[config.mk]
export PLATFORM = sky130hd
export DESIGN_NAME = pc_branch_unit
export DESIGN_NICKNAME = d
export VERILOG_FILES = /design/src/rtl/cpu_pkg.sv /design/src/rtl/sat_counter.sv /design/src/rtl/pc_branch_unit.sv
export SDC_FILE = /design/constraint.sdc
export NUM_CORES = 1
export LEC_CHECK = 0
export CAP_MARGIN = 15
export CORE_MARGIN = 2
export CORE_UTILIZATION = 49
export DETAILED_ROUTE_END_ITERATION = 8
export PLACE_DENSITY = 0.88
export SLEW_MARGIN = 10
export SYNTH_ARGS = -nofsm -noshare
export SYNTH_HDL_FRONTEND = slang
export SYNTH_SLANG_ARGS = --single-unit
[constraint.sdc]
create_clock -name clock -period 6.52 [get_ports clock]
set_input_delay 0.652 -clock clock [delete_from_list [all_inputs] [get_ports clock]]
set_output_delay 0.652 -clock clock [all_outputs]
set_load 0.1 [all_outputs]
[src/rtl/cpu_pkg.sv]
// Shared CPU constants: address/counter widths, reset PC and PC-stage state encoding.
package cpu_pkg;

  localparam int unsigned PC_WIDTH  = 8;
  localparam int unsigned CNT_WIDTH = 8;
  localparam logic [PC_WIDTH-1:0] RESET_PC = 8'h00;

  // PC-stage run state; single bit so the registered state is the Halted flag itself.
  typedef enum logic {
    STATE_RUN    = 1'b0,
    STATE_HALTED = 1'b1
  } state_e;

endpackage

[src/rtl/sat_counter.sv]
// Event counter that sticks at all-ones instead of wrapping.
module sat_counter #(
  parameter int unsigned WIDTH = 8
) (
  input  logic             clock,
  input  logic             reset,
  input  logic             clear,
  input  logic             inc,
  output logic [WIDTH-1:0] count
);

  logic [WIDTH-1:0] count_q;
  logic [WIDTH-1:0] count_d;

  // Next count: synchronous clear wins, otherwise step unless already saturated.
  always_comb begin
    count_d = count_q;
    if (clear) begin
      count_d = '0;
    end else if (inc && (count_q != {WIDTH{1'b1}})) begin
      count_d = count_q + WIDTH'(1);
    end
  end

  // Count register, cleared asynchronously.
  always_ff @(posedge clock or posedge reset) begin
    if (reset) begin
      count_q <= '0;
    end else begin
      count_q <= count_d;
    end
  end

  assign count = count_q;

endmodule

[src/rtl/pc_branch_unit.sv]
// Program counter, branch resolution and RUN/HALTED control for the 8-bit CPU.
module pc_branch_unit #(
  parameter int unsigned           PC_WIDTH  = cpu_pkg::PC_WIDTH,
  parameter logic [PC_WIDTH-1:0]   RESET_PC  = cpu_pkg::RESET_PC,
  parameter int unsigned           CNT_WIDTH = cpu_pkg::CNT_WIDTH
) (
  input  logic                 clock,
  input  logic                 reset,
  input  logic                 Zero,
  input  logic                 Branch,
  input  logic                 Jump,
  input  logic                 Halt,
  input  logic                 Stall,
  input  logic                 Start,
  input  logic [PC_WIDTH-1:0]  Offset,
  input  logic [PC_WIDTH-1:0]  JumpTarget,
  output logic [PC_WIDTH-1:0]  PC,
  output logic [PC_WIDTH-1:0]  PCPlus1,
  output logic                 Taken,
  output logic                 Halted,
  output logic [CNT_WIDTH-1:0] InstrCount,
  output logic [CNT_WIDTH-1:0] BranchCount
);

  import cpu_pkg::state_e;
  import cpu_pkg::STATE_RUN;
  import cpu_pkg::STATE_HALTED;

  state_e              state_q;
  state_e              state_d;
  logic [PC_WIDTH-1:0] pc_q;
  logic [PC_WIDTH-1:0] pc_d;
  logic [PC_WIDTH-1:0] branch_target;
  logic                retire;
  logic                instr_inc;
  logic                branch_inc;

  // Sequential and branch addresses; both wrap modulo 2^PC_WIDTH.
  assign PCPlus1       = pc_q + PC_WIDTH'(1);
  assign branch_target = PCPlus1 + Offset;

  // State register.
  always_ff @(posedge clock or posedge reset) begin
    if (reset) begin
      state_q <= STATE_RUN;
    end else begin
      state_q <= state_d;
    end
  end

  // Next state: a non-stalled halt parks the stage, Start resumes it.
  always_comb begin
    state_d = state_q;
    case (state_q)
      STATE_RUN: begin
        if (!Stall && Halt) begin
          state_d = STATE_HALTED;
        end
      end
      STATE_HALTED: begin
        if (Start) begin
          state_d = STATE_RUN;
        end
      end
      default: state_d = STATE_RUN;
    endcase
  end

  // Outputs decoded from state: retire/redirect qualifiers and counter strobes.
  always_comb begin
    retire     = 1'b0;
    Taken      = 1'b0;
    instr_inc  = 1'b0;
    branch_inc = 1'b0;
    if (state_q == STATE_RUN) begin
      retire     = !Stall;
      Taken      = !Stall && !Halt && (Jump || (Branch && Zero));
      instr_inc  = !Stall;
      branch_inc = !Stall && !Halt && !Jump && Branch && Zero;
    end
  end

  // Next PC, first match wins: halt holds, jump, taken branch, then fall-through.
  always_comb begin
    pc_d = pc_q;
    if (retire) begin
      if (Halt) begin
        pc_d = pc_q;
      end else if (Jump) begin
        pc_d = JumpTarget;
      end else if (Branch && Zero) begin
        pc_d = branch_target;
      end else begin
        pc_d = PCPlus1;
      end
    end else if ((state_q == STATE_HALTED) && Start) begin
      // Resume past the halt instruction.
      pc_d = PCPlus1;
    end
  end

  // PC register.
  always_ff @(posedge clock or posedge reset) begin
    if (reset) begin
      pc_q <= RESET_PC;
    end else begin
      pc_q <= pc_d;
    end
  end

  sat_counter #(.WIDTH(CNT_WIDTH)) u_instr_cnt (
    .clock (clock),
    .reset (reset),
    .clear (1'b0),
    .inc   (instr_inc),
    .count (InstrCount)
  );

  sat_counter #(.WIDTH(CNT_WIDTH)) u_branch_cnt (
    .clock (clock),
    .reset (reset),
    .clear (1'b0),
    .inc   (branch_inc),
    .count (BranchCount)
  );

  assign PC     = pc_q;
  assign Halted = (state_q == STATE_HALTED);

endmodule

# Word-level counts from Yosys, hierarchy flattened

Index checks and enable logic that the tools add are counted.

Add/sub/neg operators: 4
Equal/unequal tests: 3
Mux-type cells: 11
Bitwise logic cells: 1
Reductions and logical operators: 16

Operator list:

| operator                                    | count |
|---|---|
| two-way mux 8 bit                           | 5 |
| adder 8 x 1 -> 8 bit, second input constant | 3 |
| != test 8 bit, second input constant        | 2 |
| logical AND 1 bit                           | 10 |
| adder 8 bit                                 | 1 |
| two-way mux 1 bit                           | 5 |
| zero test 1 bit                             | 3 |
| != test 2 bit, second input constant        | 1 |
| case mux 1 bit (2 select lines)             | 1 |
| AND reduction 2 bit                         | 1 |
| nonzero test 2 bit                          | 1 |
| logical OR 1 bit                            | 1 |
| NOT 1 bit                                   | 1 |

Bits in registers: 25
Output and inout bits: 34
Logic and storage cells: 39

# Logic depth before layout (Yosys ltp)

Word-level depth: 7
Depth in mapped cells: 9
Gate-level depth less buffers: 9

# Hierarchy

Synthesis repeated with hierarchy kept, for this count alone.

Cell total of the unflattened synthesis: 220
Area total of the unflattened synthesis: 2005.7 sq um

By module, submodules not included:

| module         | instances | cells an instance | area an instance (sq um) | sequential area each (sq um) |
|---|---|---|---|---|
| sat_counter    | 2         | 49                | 504.2                    | 200.2 |
| pc_branch_unit | 1         | 122               | 997.2                    | 225.2 |

# Least setup slack after synthesis

OpenSTA, ideal clock, no wires.

Path kind: flip-flop to flip-flop
Start: reg pc_q[1] (netlist: PC[1])
End: reg pc_q[7] (netlist: PC[7])
Setup time: 94 ps
Data arrival time: 4727 ps
Data required time: 6426 ps
Path slack: 1698 ps
Cell stages (with the launch flop): 10
Period minus slack after synthesis: 4822 ps
Cell sequence: dfrtp_1 ha_1 nand3_1 xnor2_1 ha_1 a21o_1 o21bai_1 and4b_1 o311a_1 a211oi_1

Cells in the longest elaborated chain, start to end: 6

RTL lines:

| element                | RTL line              | source |
|---|---|---|
| start, declared        | pc_branch_unit.sv:31  | `logic [PC_WIDTH-1:0] pc_q;` |
| start signal, assigned | pc_branch_unit.sv:107 | `pc_q <= pc_d;` |
| adder 8 x 1 -> 8 bit   | pc_branch_unit.sv:39  | `assign PCPlus1 = pc_q + PC_WIDTH'(1);` |
| via PCPlus1[4]         | pc_branch_unit.sv:18  | `output logic [PC_WIDTH-1:0] PCPlus1,` |
| adder 8 bit            | pc_branch_unit.sv:40  | `assign branch_target = PCPlus1 + Offset;` |
| two-way mux 8 bit      | pc_branch_unit.sv:91  | `end else if (Branch && Zero) begin` |
| two-way mux 8 bit      | pc_branch_unit.sv:89  | `end else if (Jump) begin` |
| two-way mux 8 bit      | pc_branch_unit.sv:87  | `if (Halt) begin` |
| two-way mux 8 bit      | pc_branch_unit.sv:86  | `if (retire) begin` |

The timed path passes the listed nets, and every way through them passes these cells. The select of a mux whose other input is x is not followed.
A chain may end at the register's enable or synchronous reset.

# Worst setup path after layout

Start: in Stall
End: out Taken

Cells in the longest elaborated chain, start to end: 4

RTL lines:

| element                        | RTL line             | source |
|---|---|---|
| start, declared                | pc_branch_unit.sv:13 | `input logic Stall,` |
| zero test 1 bit                | pc_branch_unit.sv:77 | `Taken = !Stall && !Halt && (Jump \|\| (Branch && Zero));` |
| logical AND 1 bit (2 in a row) | pc_branch_unit.sv:77 |  |
| two-way mux 1 bit              | pc_branch_unit.sv:75 | `if (state_q == STATE_RUN) begin` |
| end, declared                  | pc_branch_unit.sv:19 | `output logic Taken,` |

No other way between the ends.

==> metrics.log <==
INFO  metric status = completed
INFO  metric synth_area = about 1700 sq um
INFO  metric post_synthesis_mux_area_share = 0.0192
INFO  metric fp.dieH = between 60 and 70 microns
INFO  metric postSynthRegisterBits = 25
INFO  metric synth_edf_count = 0
INFO  metric timing.rr.end = PC[7]
INFO  metric asyncSetResetFlopFracSynth = 1.00
INFO  metric postCtsResizedCells = 0
INFO  metric stdcell_area = about 2300 sq um
INFO  metric timing.final.crit_share = 0.588
INFO  metric yosys.area_share.adder = 0.0929
INFO  metric synth_top_family_by_area = simple AND/OR/NAND/NOR gates
INFO  metric clock_tree.buffer_depth = 2
INFO  metric antennaDiodeCount = 0
INFO  metric yosys_synthesis_warning_count = 0
INFO  metric critPathBufInv = 2
INFO  metric drt_first_pass_iters = 4
INFO  metric startpoint_type = input port
INFO  metric vias_in_the_first_global_route = about 1400
INFO  metric drt_wl_total = ~4.1 mm
INFO  metric worstMarginPinSlew = about 1 ns
INFO  metric crit_path_start = Stall
INFO  metric critPathMaxStageDelay = 1.15 ns
INFO  metric ff2ff_setup_slack = ~3.7 ns
INFO  metric die_width = approximately 63 microns
INFO  metric basic_gate_share_of_the_synthesized_area_counting_and_or_nand_and_nor_cells = 0.204
INFO  metric critical_path_peak_fanout = 9
INFO  metric report.final.hold_viol_count = 0
INFO  metric worst_path_top_cell_family_by_delay = buffers and inverters
INFO  metric dp_hpwl = between 3 and 4 mm
INFO  metric synth_xor_xnor_area_share = 0.124
INFO  metric r2r.worst_path.cells = 9
INFO  metric postCtsHoldBufs = 0
INFO  metric detail_route.iter0.violations = between 90 and 100
INFO  metric timing.final.setup_violations = 0
INFO  metric synth.avg_cell_area = between 9 and 10 sq um
INFO  metric die_area = around 4000 sq um
INFO  metric via_count = ~1600
INFO  metric grt_start_max_net_pins = 26
INFO  metric cts_tree = done
INFO  metric rsz_0062_raised_after_global_routing = false
INFO  metric timing.slew.headroom = 0.335
INFO  metric slew_viol_final = 0
INFO  metric worst_hold_margin = 0.498 ns
INFO  metric cts_htree_levels = 1
INFO  metric critical_path.endpoint = Taken
INFO  metric synthesis.instances = between 150 and 200
INFO  metric gpl.final_weighted_congestion = between 0.8 and 0.9
INFO  metric postLayoutCoreUtil = 0.702
INFO  metric post_route_cells_drive_above_1_share = 0.0378
INFO  metric commonest_non_fill_non_tap_cell_in_the_layout = sky130_fd_sc_hd__clkdlybuf4s50_1
INFO  metric crit_arrival = 3.18 ns
INFO  metric floorplan.initialDensity = 0.508
INFO  metric post-route-drc-count = 0
INFO  metric synth.distinct_cells = 42
INFO  metric r2r_start = PC[1]
INFO  metric maxCapViolations = 0
INFO  metric clock_sink_count = 25
INFO  metric dpl-instance-area = between 2000 and 2500 sq um
INFO  metric worst-endpoint-required = between 5 and 6 ns
INFO  metric ant_nets = 0
INFO  metric grt.total_usage = 0.212
INFO  metric drt-vias-per-instance = roughly 5.6
INFO  metric post-cts-setup-buffers = 0
INFO  metric placement_rows = 21
INFO  metric core_area = 3340 sq um
INFO  metric antenna_violations_before_repair = 0
INFO  metric design.portCount = 58
INFO  metric clock_latency = approximately 0.32 ns
INFO  metric crit_path_cell_trace = clkdlybuf4s50_1 > nor2_1 > o21ai_0 > nor2_1 > clkdlybuf4s50_1
INFO  metric clock-skew-final = between 0.008 and 0.009 ns
INFO  metric synth.net_count = roughly 220
INFO  metric capturing_element_type_of_the_critical_path = output port
INFO  metric fmax = between 200 and 300 MHz
INFO  metric synth_seq_area_share = 0.369
INFO  metric grt_first_pass_wirelength = slightly below 7 mm
INFO  metric postSynth.topFlopCell = sky130_fd_sc_hd__dfrtp_1
INFO  metric portBuffers = 57
INFO  metric cp_num_cells = 5
INFO  metric worstHoldPathType = reg -> reg
INFO  metric cts_inserted_buffers = 3
INFO  metric fill_count = between 200 and 300
INFO  metric setup_total_negative_slack = 0 ns
INFO  metric synth_compound_gate_area_share = 0.170
INFO  metric gr-total-overflow = 0
INFO  metric finalCriticalPeriod = roughly 3.8 ns
INFO  metric setup.worst_path.class = in -> out
INFO  metric clock_transition_at_path_regs = about 0.14 ns
INFO  metric flow.area_growth_from_synthesis = 38.1%
INFO  metric root_buffer = sky130_fd_sc_hd__clkbuf_4
INFO  metric detail_route.wl_per_cell = ~15 microns
INFO  metric mostFrequentLayoutCells = sky130_fd_sc_hd__clkdlybuf4s50_1, sky130_fd_sc_hd__dfrtp_1, sky130_fd_sc_hd__nand2_1, sky130_fd_sc_hd__xnor2_1, sky130_fd_sc_hd__nor2_1
INFO  metric number_of_nets_in_the_layout = 275
INFO  metric critical-path-slowest-cell = sky130_fd_sc_hd__clkdlybuf4s50_1
[per-stage QoR]
stage	cells	setup slack [ns]
floorplan	180	1.70
global placement	279	2.86
detailed placement	279	2.75
CTS	283	2.73
global route	284	2.62
finish	284	2.69
[worst reg2reg max path: cells and delay by family (launching register included)]
family	cells	cell delay (ns)
AOI/OAI and AO/OA	4	0.92
xor gates and xnor gates	1	0.33
adders and majority gates	2	0.65
DFF	1	0.48
and+or+nand+nor	2	0.34
[cell type report]
class / count / area, sq um / area share
Sequential cell: 25 / 626 / 0.267
Multi-Input combinational cell: 146 / 1030 / 0.442
Inverter: 5 / 18.8 / 0.00801
Tap cell: 46 / 57.6 / 0.0246
Clock inverter: 1 / 5.00 / 0.00214
Clock buffer: 3 / 22.5 / 0.00962
Timing Repair Buffer: 58 / 578 / 0.247
[worst min path at each step]
stage                           from               endpoint  cells past startpoint
4_1_cts        u_branch_cnt.count[7]  u_branch_cnt.count[7]                      1
2_1_floorplan                  reset                 Halted                      1
3_5_place_dp   u_branch_cnt.count[7]  u_branch_cnt.count[7]                      1
6_report       u_branch_cnt.count[7]  u_branch_cnt.count[7]                      1
5_1_grt        u_branch_cnt.count[6]  u_branch_cnt.count[6]                      1
3_3_place_gp    u_instr_cnt.count[7]   u_instr_cnt.count[7]                      1
[synth_stat cells (4+ instances only)]
master / instances / area, sq um
sky130_fd_sc_hd__nand4_1: 5 / 31.3
sky130_fd_sc_hd__nor2_1: 12 / 45.0
sky130_fd_sc_hd__dfrtp_1: 25 / 626
sky130_fd_sc_hd__nand3_1: 11 / 55.1
sky130_fd_sc_hd__xor2_1: 9 / 78.8
sky130_fd_sc_hd__xnor2_1: 15 / 131
sky130_fd_sc_hd__inv_1: 5 / 18.8
sky130_fd_sc_hd__and3_1: 6 / 37.5
sky130_fd_sc_hd__a21o_1: 4 / 30.0
sky130_fd_sc_hd__a21oi_1: 7 / 35.0
sky130_fd_sc_hd__nand2_1: 15 / 56.3
sky130_fd_sc_hd__ha_1: 11 / 138
sky130_fd_sc_hd__o21ai_0: 9 / 45.0
sky130_fd_sc_hd__nor3_1: 5 / 25.0
[state kept, by name (all words and copies together) (netlist names)]
signal,count
PC,8
u_branch_cnt.count,8
u_instr_cnt.count,8
Halted,1
[kinds of logic (layout without fill, tap and decap cells)]
logic type / count (synthesis) / count (layout)
adder cells (fa/ha/maj): 12 / 12
AND/OR/NAND/NOR: 64 / 64
flip-flops: 25 / 25
XOR/XNOR: 24 / 24
multiplexers: 3 / 3
buffers and inverters: 9 / 67
AO/OA/AOI/OAI: 43 / 43
[layer usage]
metal  track usage  vias up  part of all wire
met4        0.0389        0                 0
met1         0.307      765              0.45
met2         0.333       57              0.49
met5             0        -                 0
li1              -      777                 -
met3        0.0432        0             0.064
Power is left out: the tool's default activity adds up to more than one toggle a clock period on the data nets, which glitch-free logic cannot reach.
